==> src/rtl/frame_window_sequencer_if.sv <==
// Handshake and status bundle between the frame sequencer and its source/sink.
// master = pixel source / controller side, slave = frame_window_sequencer.
interface frame_window_sequencer_if #(
  parameter int CW = 8
);
  logic          start;
  logic          abort;
  logic          in_valid;
  logic          in_ready;
  logic          out_ready;
  logic          lb_shift;
  logic          win_valid;
  logic [CW-1:0] cen_row;
  logic [CW-1:0] cen_col;
  logic          busy;
  logic          frame_done;
  logic [15:0]   stall_cnt;

  modport master (
    output start, abort, in_valid, out_ready,
    input  in_ready, lb_shift, win_valid, cen_row, cen_col, busy, frame_done, stall_cnt
  );

  modport slave (
    input  start, abort, in_valid, out_ready,
    output in_ready, lb_shift, win_valid, cen_row, cen_col, busy, frame_done, stall_cnt
  );
endinterface

==> src/rtl/frame_window_sequencer.sv <==
// Raster-order frame sequencer for the KxK window filter: pixel handshake, row/col
// tracking, window strobe, pipeline drain. Optional stall counter under STALL_COUNT_EN.
//
// state | meaning
// IDLE  | waiting for start
// PRIME | accepting pixels, first full window not yet seen
// RUN   | accepting pixels, windows being produced
// DRAIN | input closed, waiting PIPE_LAT cycles for the filter pipeline
module frame_window_sequencer #(
  parameter int IMG_W    = 130,
  parameter int IMG_H    = 130,
  parameter int K        = 3,
  parameter int PIPE_LAT = 4,
  parameter int CW       = 8
) (
  input  logic                     clk,
  input  logic                     rst_n,
  frame_window_sequencer_if.slave  bus
);

  typedef enum logic [1:0] {IDLE, PRIME, RUN, DRAIN} state_t;

  localparam int            DW         = $clog2(PIPE_LAT + 1);
  localparam logic [CW-1:0] W_LAST     = CW'(IMG_W - 1);
  localparam logic [CW-1:0] H_LAST     = CW'(IMG_H - 1);
  localparam logic [CW-1:0] K_LAST     = CW'(K - 1);
  localparam logic [CW-1:0] HALF       = CW'((K - 1) / 2);
  localparam logic [DW-1:0] DRAIN_LOAD = DW'(PIPE_LAT);
  localparam logic [DW-1:0] DRAIN_ONE  = DW'(1);
  localparam logic [DW-1:0] DRAIN_TWO  = DW'(2);

  state_t        state;
  logic [CW-1:0] row;
  logic [CW-1:0] col;
  logic [DW-1:0] drain_cnt;
  logic          frame_done_q;
  logic          accepting;
  logic          accept;
  logic          col_last;
  logic          row_last;

  assign accepting      = (state == PRIME) || (state == RUN);
  assign bus.in_ready   = accepting && bus.out_ready;
  assign accept         = bus.in_valid && bus.in_ready;
  assign bus.lb_shift   = accept;
  assign bus.win_valid  = accept && (row >= K_LAST) && (col >= K_LAST);
  assign bus.cen_row    = bus.win_valid ? (row - HALF) : '0;
  assign bus.cen_col    = bus.win_valid ? (col - HALF) : '0;
  assign bus.busy       = (state != IDLE);
  assign bus.frame_done = frame_done_q;
  assign col_last       = (col == W_LAST);
  assign row_last       = (row == H_LAST);

  always_ff @(posedge clk or negedge rst_n) begin
    if (!rst_n) begin
      state        <= IDLE;
      row          <= '0;
      col          <= '0;
      drain_cnt    <= '0;
      frame_done_q <= 1'b0;
    end else begin
      frame_done_q <= 1'b0;
      if (bus.abort) begin
        state     <= IDLE;
        row       <= '0;
        col       <= '0;
        drain_cnt <= '0;
      end else begin
        case (state)
          IDLE: begin
            if (bus.start) begin
              state <= PRIME;
              row   <= '0;
              col   <= '0;
            end
          end
          PRIME, RUN: begin
            if (accept) begin
              if (col_last) begin
                col <= '0;
                row <= row_last ? '0 : row + 1'b1;
              end else begin
                col <= col + 1'b1;
              end
              if (state == PRIME && row == K_LAST && col == K_LAST)
                state <= RUN;
              if (state == RUN && row_last && col_last) begin
                state        <= DRAIN;
                drain_cnt    <= DRAIN_LOAD;
                // a one-deep pipeline finishes on the very next cycle
                frame_done_q <= (PIPE_LAT == 1);
              end
            end
          end
          DRAIN: begin
            drain_cnt <= drain_cnt - 1'b1;
            if (drain_cnt == DRAIN_TWO) frame_done_q <= 1'b1;
            if (drain_cnt == DRAIN_ONE) state <= IDLE;
          end
          default: state <= IDLE;
        endcase
      end
    end
  end

`ifdef STALL_COUNT_EN
  logic [15:0] stall_q;

  always_ff @(posedge clk or negedge rst_n) begin
    if (!rst_n) begin
      stall_q <= '0;
    end else if (state == IDLE && bus.start && !bus.abort) begin
      stall_q <= '0;
    end else if (accepting && bus.in_valid && !bus.in_ready && stall_q != 16'hFFFF) begin
      stall_q <= stall_q + 16'd1;
    end
  end

  assign bus.stall_cnt = stall_q;
`else
  assign bus.stall_cnt = '0;
`endif

endmodule
==> src/flat_wrapper.sv <==
// flat-port wrapper written by rule: the top's interface ports become plain ports
module frame_window_sequencer_flat 
#(
  parameter int IMG_W    = 130,
  parameter int IMG_H    = 130,
  parameter int K        = 3,
  parameter int PIPE_LAT = 4,
  parameter int CW       = 8
)
  (clk, rst_n, bus_start, bus_abort, bus_in_valid, bus_out_ready, bus_in_ready, bus_lb_shift, bus_win_valid, bus_cen_row, bus_cen_col, bus_busy, bus_frame_done, bus_stall_cnt);
  frame_window_sequencer_if #(.CW(CW)) bus_i ();
  input  logic clk;
  input  logic rst_n;
  input wire logic [$bits(bus_i.start)-1:0] bus_start;
  input wire logic [$bits(bus_i.abort)-1:0] bus_abort;
  input wire logic [$bits(bus_i.in_valid)-1:0] bus_in_valid;
  input wire logic [$bits(bus_i.out_ready)-1:0] bus_out_ready;
  output wire logic [$bits(bus_i.in_ready)-1:0] bus_in_ready;
  output wire logic [$bits(bus_i.lb_shift)-1:0] bus_lb_shift;
  output wire logic [$bits(bus_i.win_valid)-1:0] bus_win_valid;
  output wire logic [$bits(bus_i.cen_row)-1:0] bus_cen_row;
  output wire logic [$bits(bus_i.cen_col)-1:0] bus_cen_col;
  output wire logic [$bits(bus_i.busy)-1:0] bus_busy;
  output wire logic [$bits(bus_i.frame_done)-1:0] bus_frame_done;
  output wire logic [$bits(bus_i.stall_cnt)-1:0] bus_stall_cnt;
  assign bus_i.start = bus_start;
  assign bus_i.abort = bus_abort;
  assign bus_i.in_valid = bus_in_valid;
  assign bus_i.out_ready = bus_out_ready;
  assign bus_in_ready = bus_i.in_ready;
  assign bus_lb_shift = bus_i.lb_shift;
  assign bus_win_valid = bus_i.win_valid;
  assign bus_cen_row = bus_i.cen_row;
  assign bus_cen_col = bus_i.cen_col;
  assign bus_busy = bus_i.busy;
  assign bus_frame_done = bus_i.frame_done;
  assign bus_stall_cnt = bus_i.stall_cnt;
  frame_window_sequencer #(.IMG_W(IMG_W), .IMG_H(IMG_H), .K(K), .PIPE_LAT(PIPE_LAT), .CW(CW)) u_core (.clk(clk), .rst_n(rst_n), .bus(bus_i));
endmodule
==> config.mk <==
export PLATFORM = sky130hd
export DESIGN_NAME = frame_window_sequencer_flat
export DESIGN_NICKNAME = d
export VERILOG_FILES = /design/src/rtl/frame_window_sequencer_if.sv /design/src/rtl/frame_window_sequencer.sv /design/src/flat_wrapper.sv
export SDC_FILE = /design/constraint.sdc
export NUM_CORES = 1
export LEC_CHECK = 0
export CAP_MARGIN = 10
export CORE_ASPECT_RATIO = 2
export CORE_UTILIZATION = 51
export DETAILED_ROUTE_END_ITERATION = 10
export PLACE_DENSITY_LB_ADDON = 0.12
export SLEW_MARGIN = 20
export SYNTH_ARGS = -nofsm -noshare
export SYNTH_HDL_FRONTEND = slang
export SYNTH_SLANG_ARGS = --single-unit
==> constraint.sdc <==
create_clock -name clk -period 3 [get_ports clk]
set_input_delay 0.45 -clock clk [delete_from_list [all_inputs] [get_ports clk]]
set_output_delay 0.45 -clock clk [all_outputs]
set_load 0.05 [all_outputs]
==> key figures, run 1 <==
Logic synthesis
  • Avg Synthesized Cell Area: roughly 8.3 um^2
  • Post-synth EDFFs: 0
  • Post-synthesis instance area: 1890 um^2
  • Ys flop type: dfrtp_1
  • Post-Synthesis Cells: 229
  • Yosys cell types: 45
  • Register area share after synthesis: 0.291
  • Seq cells post-synth: 22
  • YS warnings: 0
  • Post-synth ARST share: 1.00

Clock tree
  • H-tree depth: 1
  • Root Buffer: clkbuf_8
  • Clock-pin slew on the worst setup and hold paths: 0.09 ns
  • Post-CTS Setup Repair Bufs: 0
  • # clock sinks: 22
  • CTS resizes: 0
  • Hold_buf cts: 0
  • CTS tree: yes
  • Clock buffer depth: 2
  • Clock Latency Late Sink: 0.27 ns
  • CTS buffer count: 3

STA
  • Max-slew headroom: 0.666
  • Period minus WS final: 2.91 ns
  • Final number of hold-violating endpoints: 0
  • Period utilization: 0.970
  • Slew Limit Fails: 0
  • Fmax: between 0.3 and 0.4 GHz
  • Total negative slack: 0 ns
  • Worst Clk Skew: 0.00404 ns
  • Finish-stage setup viols: 0
  • RSZ-0062 raised after global routing: false
  • Worst-margin pin slew: between 0.4 and 0.5 ns
  • Final Hold Slack: 0.530 ns

Pwr
  • Static Leak: 1.04 nW
  • Sw power: 0.774 mW
  • Comb power frac: 0.594
  • Pwr Total: 1.59 mW
  • VDD IR max: 0.564 mV
  • Clock power share: 0.139
  • Pint: 0.813 mW
  • Power per standard cell area: 747 nW/um^2
  • Reg power frac: 0.267
  • Net Sw Frac: 0.488

Worst hold path
  • Hold Path End: u_core.bus.frame_done
  • Hold Crit Class: reg2reg
  • Hold Path Depth: 1
  • Hold_sp: u_core.drain_cnt[2]

Global route
  • Pin count of the biggest net entering global routing: 23
  • GRT overflow: 0
  • Total GRT Usage: 0.234
  • First-pass GRT wire length: 6840 um
  • Antenna violations before repair: 0
  • Vias in the first global route: ~1.5k

Run status
  • Result of the run: complete, no violations

Die
  • Num rows: 31
  • IO Count: 43
  • Total core area: 3570 um^2
  • Die Ht: 88.2 um
  • Initial Util: 0.531
  • Die area: just under 4000 um^2
  • Horiz. Die Dim: 45.1 um

Setup path
  • Startpoint types: flop
  • R2r worst-path depth: 7
  • Reg2reg start: u_core.state[0]
  • Critical Path Sink Type: primary output
  • Worst-path fanout max: 17
  • R2r endpoint: u_core.row[5]
  • Req. time, crit path: 2.55 ns
  • Worst R2R Setup Slack: 0.56 ns
  • Kind of critical path: reg2out
  • CP Data Arrival Time: 2.46 ns

Placement
  • Placer congestion estimate: 0.811
  • Post-DP HPWL: 3320 um
  • Port-buffer cells: 26

Routing
  • Total wire length: 4350 um
  • First drt pass iteration count: 4
  • Post-DR wirelength/cell: 14.6 um
  • Vias per cell: 5.36
  • DRC viols: 0
  • Initial DRC count: 34
  • Post-route ant nets: 0
  • Via count: around 1.6k

Finish
  • Most frequent cells in the layout: nor2_1 (37), dfrtp_1 (22), buf_4 (20), nand2_1 (18), conb_1 (16)
  • Commonest non-fill, non-tap cell in the layout: nor2_1
  • Area growth syn-to-layout: 12.3%
  • Fillers: 369
  • # diodes: 0
  • Final nets: 271
  • Final core occ: 0.596
  • Share of layout cells above drive strength 1: 0.153

Run
  • Max Cap Violations: 0
cell type report:
| type | instances | area [um^2] | share of cell area |
|---|---|---|---|
| tap | 49 | 61.3 | 0.0288 |
| inverter | 13 | 48.8 | 0.0230 |
| multi-input combinational | 181 | 1170 | 0.550 |
| sequential | 22 | 551 | 0.259 |
| clock buffer | 4 | 55.1 | 0.0259 |
| timing repair buffer | 29 | 240 | 0.113 |
cells by family after synthesis:
family / Yosys count / share of synthesized area
other: 1 / 0.00198
XOR/XNOR: 18 / 0.0833
adder cells (fa/ha/maj): 15 / 0.0991
buffers and inverters: 41 / 0.121
AO/OA/AOI/OAI: 34 / 0.139
multiplexers: 3 / 0.0178
flip-flops: 22 / 0.291
AND/OR/NAND/NOR: 95 / 0.247
metal layers:
| layer | track usage | vias to the layer above | routed length [um] |
|---|---|---|---|
| li1 | - | 776 | - |
| met1 | 0.256 | 752 | 1600 |
| met2 | 0.441 | 60 | 2450 |
| met3 | 0.0206 | 10 | 206 |
| met4 | 0.0854 | 0 | 93 |
| met5 | 0 | - | 0 |
power by group through the flow:
stage          clock network, mW  registers, mW  logic [mW]
2_1_floorplan                  0          0.401       0.756
3_3_place_gp                   0          0.430       0.933
3_5_place_dp                   0          0.431       0.939
4_1_cts                    0.226          0.425       0.942
5_1_grt                    0.234          0.434        1.03
6_report                   0.221          0.424       0.943
flip-flops by register name, indices dropped and copies added (netlist names):
name and flops:
u_core.bus.frame_done 1, u_core.drain_cnt 3, u_core.state 2, u_core.row 8, u_core.col 8
per-stage QoR:
step	area, um^2	setup slack, ns	std cells
final	2130	0.0901	298
after global routing	2130	0.0390	298
after CTS	2130	0.106	298
after detailed placement	2070	0.416	294
after global placement	2070	0.435	294
after floorplan	1950	0.0936	244
critical path, stage by stage, from the launching register on:
cell	delay (ns)
dfrtp_1	0.45
or4_4	0.60
or3_4	0.37
o311ai_4	0.21
buf_4	0.27
nor2_1	0.09
buf_4	0.20
synth_stat cells (5+ instances only):
| cell | n | area share |
|---|---|---|
| inv_1 | 13 | 0.026 |
| dfrtp_1 | 22 | 0.29 |
| o21ai_0 | 12 | 0.032 |
| nor3_1 | 5 | 0.013 |
| or3_1 | 5 | 0.017 |
| buf_4 | 17 | 0.067 |
| nor2_1 | 37 | 0.073 |
| nand3_1 | 8 | 0.021 |
| xor2_1 | 12 | 0.056 |
| clkbuf_1 | 7 | 0.014 |
| a21oi_1 | 6 | 0.016 |
| xnor2_1 | 6 | 0.028 |
| nand2_1 | 18 | 0.036 |
| ha_1 | 15 | 0.099 |
worst max-delay path by stage:
stage,from,to,slack (ns),cells after the start
after floorplan,u_core.state[0],bus_cen_row[2],0.09,6
after global placement,u_core.row[4],bus_cen_row[1],0.44,6
after detailed placement,u_core.row[4],bus_cen_row[1],0.42,6
after CTS,u_core.row[4],bus_cen_row[1],0.11,6
after global routing,u_core.row[4],bus_cen_row[1],0.04,6
final,u_core.row[4],bus_cen_row[1],0.09,6
(Power assumes the default switching activity.)
==> inputs of run 2 (changes only) <==
==> constraint.sdc (replaced) <==
create_clock -name clk -period 2.84 [get_ports clk]
set_input_delay 0.426 -clock clk [delete_from_list [all_inputs] [get_ports clk]]
set_output_delay 0.426 -clock clk [all_outputs]
set_load 0.05 [all_outputs]
==> key figures, run 2 (same netlist as run 1, synthesis figures left out) <==
Pwr
  • Pwr Total: 1.65 mW (+4.1%)
  • Comb power frac: 0.614 (+0.020)
  • Reg power frac: 0.266 (about the same)
  • Power per standard cell area: 758 nW/um^2 (+1.5%)
  • Sw power: 0.813 mW (+5.0%)
  • VDD IR max: 0.533 mV (-5.5%)
  • Pint: 0.839 mW (+3.1%)
  • Static Leak: 1.07 nW (+2.1%)
  • Clock power share: 0.120 (-0.019)
  • Net Sw Frac: 0.492 (+0.00454)

Setup path
  • Req. time, crit path: 2.41 ns (-0.14 ns)
  • Startpoint types: flop
  • Top delay family on crit path: simple AND/OR/NAND/NOR gates
  • CP max-delay cell: or4_4
  • R2r worst-path depth: 7 (unchanged)
  • Critical path buffer and inverter count: 2 (unchanged)
  • CP Data Arrival Time: 2.35 ns (-0.11 ns)
  • Crit path cell chain: or4_4, or3_4, o311ai_4, buf_6, nor2_1, buf_4
  • Critical Path Sink Type: primary output
  • Kind of critical path: reg2out
  • Worst-path fanout max: 9 (-8)
  • Slowest stage delay, CP: 0.57 ns (-0.03 ns)
  • Levels on crit path: 6 (unchanged)

Global route
  • GRT overflow: 0 (unchanged)
  • First-pass GRT wire length: 6990 um (+2.2%)
  • Total GRT Usage: 0.242 (+0.00743)
  • Vias in the first global route: 1535 (+2.1%)
  • Antenna violations before repair: 0 (unchanged)
  • Pin count of the biggest net entering global routing: 23 (unchanged)

Die
  • Die area: 3970 um^2 (unchanged)
  • Die Ht: 88.2 um (unchanged)
  • Total core area: 3570 um^2 (unchanged)
  • IO Count: 43 (unchanged)
  • Horiz. Die Dim: 45.1 um (unchanged)
  • Initial Util: 0.531 (unchanged)
  • Num rows: 31 (unchanged)

STA
  • Worst Clk Skew: 0.00306 ns (-0.000972 ns)
  • Slew Limit Fails: 0 (unchanged)
  • Period minus WS final: between 2 and 3 ns
  • Total negative slack: 0 ns (unchanged)
  • Max-slew headroom: 0.664 (-0.00271)
  • Setup slack after layout: 0.0668 ns (-0.0233 ns)
  • Fmax: 0.361 GHz
  • Worst-margin pin slew: 0.500 ns (+0.00116 ns)
  • Period utilization: 0.976
  • Finish-stage setup viols: 0 (unchanged)
  • RSZ-0062 raised after global routing: false
  • Final number of hold-violating endpoints: 0 (unchanged)

Routing
  • Wl on met1: 1610 um (+0.31%)
  • Post-route ant nets: 0 (unchanged)
  • Post-DR wirelength/cell: 14.3 um (-2.2%)
  • Met3 WL: 131 um (-36%)
  • DRC viols: 0 (unchanged)
  • Met2 wire len: 2440 um (-0.49%)
  • Initial DRC count: 49 (+44%)
  • Via count: 1592 (-0.38%)
  • Total wire length: 4320 um (-0.85%)
  • First drt pass iteration count: 4 (unchanged)
  • Vias per cell: 5.27 (-1.7%)
  • Top layer in use: met4

Clock tree
  • Clock-pin slew on the worst setup and hold paths: 0.08 ns (about the same)
  • CTS buffer count: 3 (unchanged)
  • # clock sinks: 22 (unchanged)
  • CTS tree: yes
  • H-tree depth: 1 (unchanged)
  • Clock buffer depth: 2 (unchanged)
  • Hold_buf cts: 0 (unchanged)
  • Clock Latency Late Sink: 0.26 ns (about the same)
  • Root Buffer: clkbuf_8

Placement
  • Port-buffer cells: 26 (unchanged)
  • Placement Cell Area: 2090 um^2 (+1.1%)
  • Worst slack at placement: 0.287 ns (-0.129 ns)
  • Post-DP HPWL: 3330 um (+0.13%)
  • Placer congestion estimate: 0.845 (+4.3%)

Worst hold path
  • Hold Crit Class: reg2reg
  • Hold Path Depth: 1 (unchanged)

Run status
  • Result of the run: complete, no violations

Finish
  • Area growth syn-to-layout: 15.1%
  • Final nets: 276 (+1.8%)
  • Most frequent cells in the layout: nor2_1 (37), dfrtp_1 (20), nand2_1 (18), buf_4 (18), conb_1 (16)
  • Top Registers: u_core.col x8, u_core.row x8, u_core.drain_cnt x3
  • Commonest non-fill, non-tap cell in the layout: nor2_1
  • # diodes: 0 (unchanged)
  • Share of layout cells above drive strength 1: 0.174 (+0.0213)
  • Final core occ: 0.610 (+0.0147)
  • Post-route cell area: 2180 um^2 (+2.5%)

Run
  • Max Cap Violations: 0 (unchanged)
[run 2: changes by cell type in the layout (fill, tap and decap cells not counted), sizes merged]
cell    previous run  this run
buf               20        25
clkbuf             4         3
[run 2: layer usage]
metal	global-route usage	vias to the layer above
met5	0	-
met1	0.243	740
met2	0.466	50
met4	0.107	0
met3	0.0227	13
li1	-	789
[run 2: path summary, 6_finish.rpt]
path	endpoint	slack, ns	from
min reg2reg	u_core.bus.frame_done	0.51	u_core.drain_cnt[2]
max reg2reg	u_core.row[3]	0.42	u_core.state[0]
min in group asynchronous	u_core.col[4]	0.52	rst_n
max	bus_cen_row[3]	0.07	u_core.row[4]
min	u_core.bus.frame_done	0.51	u_core.drain_cnt[2]
max in group asynchronous	u_core.row[5]	2.07	rst_n
[run 2: layout make-up]
type                       count  area, um^2
inverter                      13        48.8
sequential                    22         553
multi-input combinational    181        1170
timing repair buffer          34         304
clock buffer                   3        41.3
tap                           49        61.3
fill                         349        1390
[run 2: power by group through the flow]
| stage | clock, mW | combinational, mW | sequential [mW] |
|---|---|---|---|
| after floorplan | 0 | 0.799 | 0.423 |
| after global placement | 0 | 1.01 | 0.447 |
| after detailed placement | 0 | 1.01 | 0.447 |
| after CTS | 0.201 | 1.01 | 0.440 |
| after global routing | 0.213 | 1.12 | 0.449 |
| final | 0.197 | 1.01 | 0.440 |
[run 2: stage by stage]
stage	cells	hold WS (ns)
3_5_place_dp	297	0.506
3_3_place_gp	297	0.503
5_1_grt	302	0.550
4_1_cts	300	0.519
6_report	302	0.514
2_1_floorplan	244	0.130
[run 2: timing repair]
| item | in CTS | in global routing |
|---|---|---|
| gates cloned | 0 | 1 |
| endpoints found under the hold margin | 0 | 0 |
| gates resized for setup | 1 | 10 |
| pin swaps | 0 | 0 |
| setup endpoints to repair | 3 | 17 |
| buffers inserted | 0 | 1 |
==> inputs of run 3 (changes only) <==
--- a/config.mk
+++ b/config.mk
@@ -7,8 +7,9 @@
 export LEC_CHECK = 0
 export CAP_MARGIN = 10
 export CORE_ASPECT_RATIO = 2
-export CORE_UTILIZATION = 51
+export CORE_UTILIZATION = 50
 export DETAILED_ROUTE_END_ITERATION = 10
+export HOLD_SLACK_MARGIN = 0.15
 export PLACE_DENSITY_LB_ADDON = 0.12
 export SLEW_MARGIN = 20
 export SYNTH_ARGS = -nofsm -noshare
==> constraint.sdc (replaced) <==
create_clock -name clk -period 2.84 [get_ports clk]
set_input_delay 0.284 -clock clk [delete_from_list [all_inputs] [get_ports clk]]
set_output_delay 0.284 -clock clk [all_outputs]
set_load 0.05 [all_outputs]
==> key figures, run 3 (same netlist as run 1, synthesis figures left out) <==
Routing
  • Post-DR wirelength/cell: 13.9 um (-3.1%)
  • DRC viols: 0 (unchanged)
  • Total wire length: 4130 um (-4.4%)
  • Post-route ant nets: 0 (unchanged)
  • Via count: 1592 (unchanged)
  • Vias per cell: 5.34 (+1.3%)
  • First drt pass iteration count: 4 (unchanged)
  • Initial DRC count: 46 (-6.1%)

STA
  • Period utilization: 0.955 (-0.0211)
  • RSZ-0062 raised after global routing: false
  • Final Hold Slack: 0.363 ns (-0.151 ns)
  • Worst Clk Skew: 0.00379 ns (+0.000728 ns)
  • Slew Limit Fails: 0 (unchanged)
  • Total negative slack: 0 ns (unchanged)
  • Fmax: 0.369 GHz (+2.2%)
  • Finish-stage setup viols: 0 (unchanged)
  • Worst-margin pin slew: 0.495 ns (-0.00477 ns)
  • Max-slew headroom: 0.667 (+0.00343)
  • Final number of hold-violating endpoints: 0 (unchanged)
  • Period minus WS final: 2.71 ns (-0.0599 ns)

Setup path
  • Worst-path fanout max: 17 (+8)
  • Kind of critical path: reg2out
  • Most used cell, CP: buf_4
  • Startpoint types: flop
  • Req. time, crit path: 2.56 ns (+0.15 ns)
  • Critical Path Sink Type: primary output
  • CP Data Arrival Time: 2.43 ns (+0.08 ns)
  • Crit path cell chain: or4_4, or3_4, o311ai_4, buf_4, nor2_1, buf_4
  • Slowest stage delay, CP: 0.60 ns (+0.03 ns)
  • CP max-delay cell: or4_4

Die
  • Die Ht: 89.0 um (+0.98%)
  • Num rows: 31 (unchanged)
  • IO Count: 43 (unchanged)
  • Initial Util: 0.525 (-0.00570)
  • Horiz. Die Dim: 45.5 um (+0.95%)
  • Total core area: 3610 um^2 (+1.1%)
  • Die area: 4050 um^2 (+1.9%)

Finish
  • Area growth syn-to-layout: 12.3%
  • Share of layout cells above drive strength 1: 0.153 (-0.0213)
  • Top Registers: u_core.col x8, u_core.row x8, u_core.drain_cnt x3
  • Commonest non-fill, non-tap cell in the layout: nor2_1
  • # diodes: 0 (unchanged)
  • Post-route cell area: 2130 um^2 (-2.4%)
  • Most frequent cells in the layout: nor2_1 (37), dfrtp_1 (22), buf_4 (20), nand2_1 (18), conb_1 (16)
  • Final nets: 271 (-1.8%)
  • Finished Layout Cells: 298 (-1.3%)

Run
  • Max Cap Violations: 0 (unchanged)

Placement
  • Post-DP HPWL: 3240 um (-2.8%)
  • Placed Cells: 294 (-1.0%)
  • Placement Cell Area: 2070 um^2 (-1.1%)
  • Placer congestion estimate: 0.800 (-5.4%)
  • Port-buffer cells: 26 (unchanged)

Worst hold path
  • Hold Crit Class: in2async

Clock tree
  • CTS resizes: 0 (-1)
  • Clock Latency Late Sink: 0.27 ns (about the same)
  • Root Buffer: clkbuf_8
  • H-tree depth: 1 (unchanged)
  • Clock-pin slew on the worst setup and hold paths: 0.08 ns (about the same)
  • CTS tree: yes
  • Post-CTS Setup Repair Bufs: 0 (unchanged)
  • Clock buffer depth: 2 (unchanged)
  • Hold_buf cts: 0 (unchanged)
  • CTS buffer count: 3 (unchanged)
  • # clock sinks: 22 (unchanged)

Pwr
  • Static Leak: 1.04 nW (-2.1%)
  • Power per standard cell area: 778 nW/um^2 (+2.7%)
  • VDD IR max: 0.459 mV (-14%)
  • Pwr Total: 1.65 mW (+0.18%)

Global route
  • Vias in the first global route: 1496 (-2.5%)
  • GRT overflow: 0 (unchanged)
  • Antenna violations before repair: 0 (unchanged)
  • Pin count of the biggest net entering global routing: 23 (unchanged)
  • Total GRT Usage: 0.227 (-0.0151)
  • First-pass GRT wire length: 6720 um (-3.8%)

Run status
  • Result of the run: complete, no violations
==> run 3: changes by cell type in the layout (fill, tap and decap cells not counted), sizes merged <==
cell / before / now
buf: 25 / 20
clkbuf: 3 / 4
==> run 3: report_power, final <==
part / switching (mW) / internal (mW) / leakage [nW]
Clock: 0.105 / 0.124 / 0.0288
Sequential: 0.0841 / 0.364 / 0.300
Combinational: 0.608 / 0.370 / 0.716
Total: 0.796 / 0.858 / 1.04
==> run 3: layer usage <==
layer,part of all wire,track usage
met1,0.37,0.226
met2,0.56,0.421
met3,0.038,0.0283
met4,0.035,0.129
met5,0,0
==> run 3: layout make-up <==
| cell class | count | area, um^2 |
|---|---|---|
| Fill cell | 357 | 1480 |
| Timing Repair Buffer | 29 | 240 |
| Clock buffer | 4 | 55.1 |
| Inverter | 13 | 48.8 |
| Tap cell | 49 | 61.3 |
| Multi-Input combinational cell | 181 | 1170 |
| Sequential cell | 22 | 551 |
==> run 3: worst max-delay path: cells and delay by family, from the launching register on <==
| family | cells | cell delay [ns] |
|---|---|---|
| flops | 1 | 0.45 |
| simple gates | 3 | 1.05 |
| compound gates | 1 | 0.21 |
| buf+inv | 2 | 0.45 |
==> run 3: stage by stage <==
step | worst slack (ns) | utilization
global route | 0.0680 | 0.589
global placement | 0.453 | 0.574
finish | 0.127 | 0.589
detailed placement | 0.428 | 0.574
CTS | 0.129 | 0.589
floorplan | 0.0996 | -
==> run 3: worst paths after layout <==
kind	cells after the start	startpoint	slack, ns	to
setup reg to reg	7	u_core.state[0]	0.44	u_core.row[6]
max in group asynchronous	2	rst_n	2.25	u_core.row[7]
min in group clk	1	u_core.drain_cnt[2]	0.52	u_core.bus.frame_done
hold reg to reg	1	u_core.drain_cnt[2]	0.52	u_core.bus.frame_done
setup / recovery	6	u_core.row[4]	0.13	bus_cen_col[3]
hold / removal	2	rst_n	0.36	u_core.col[4]
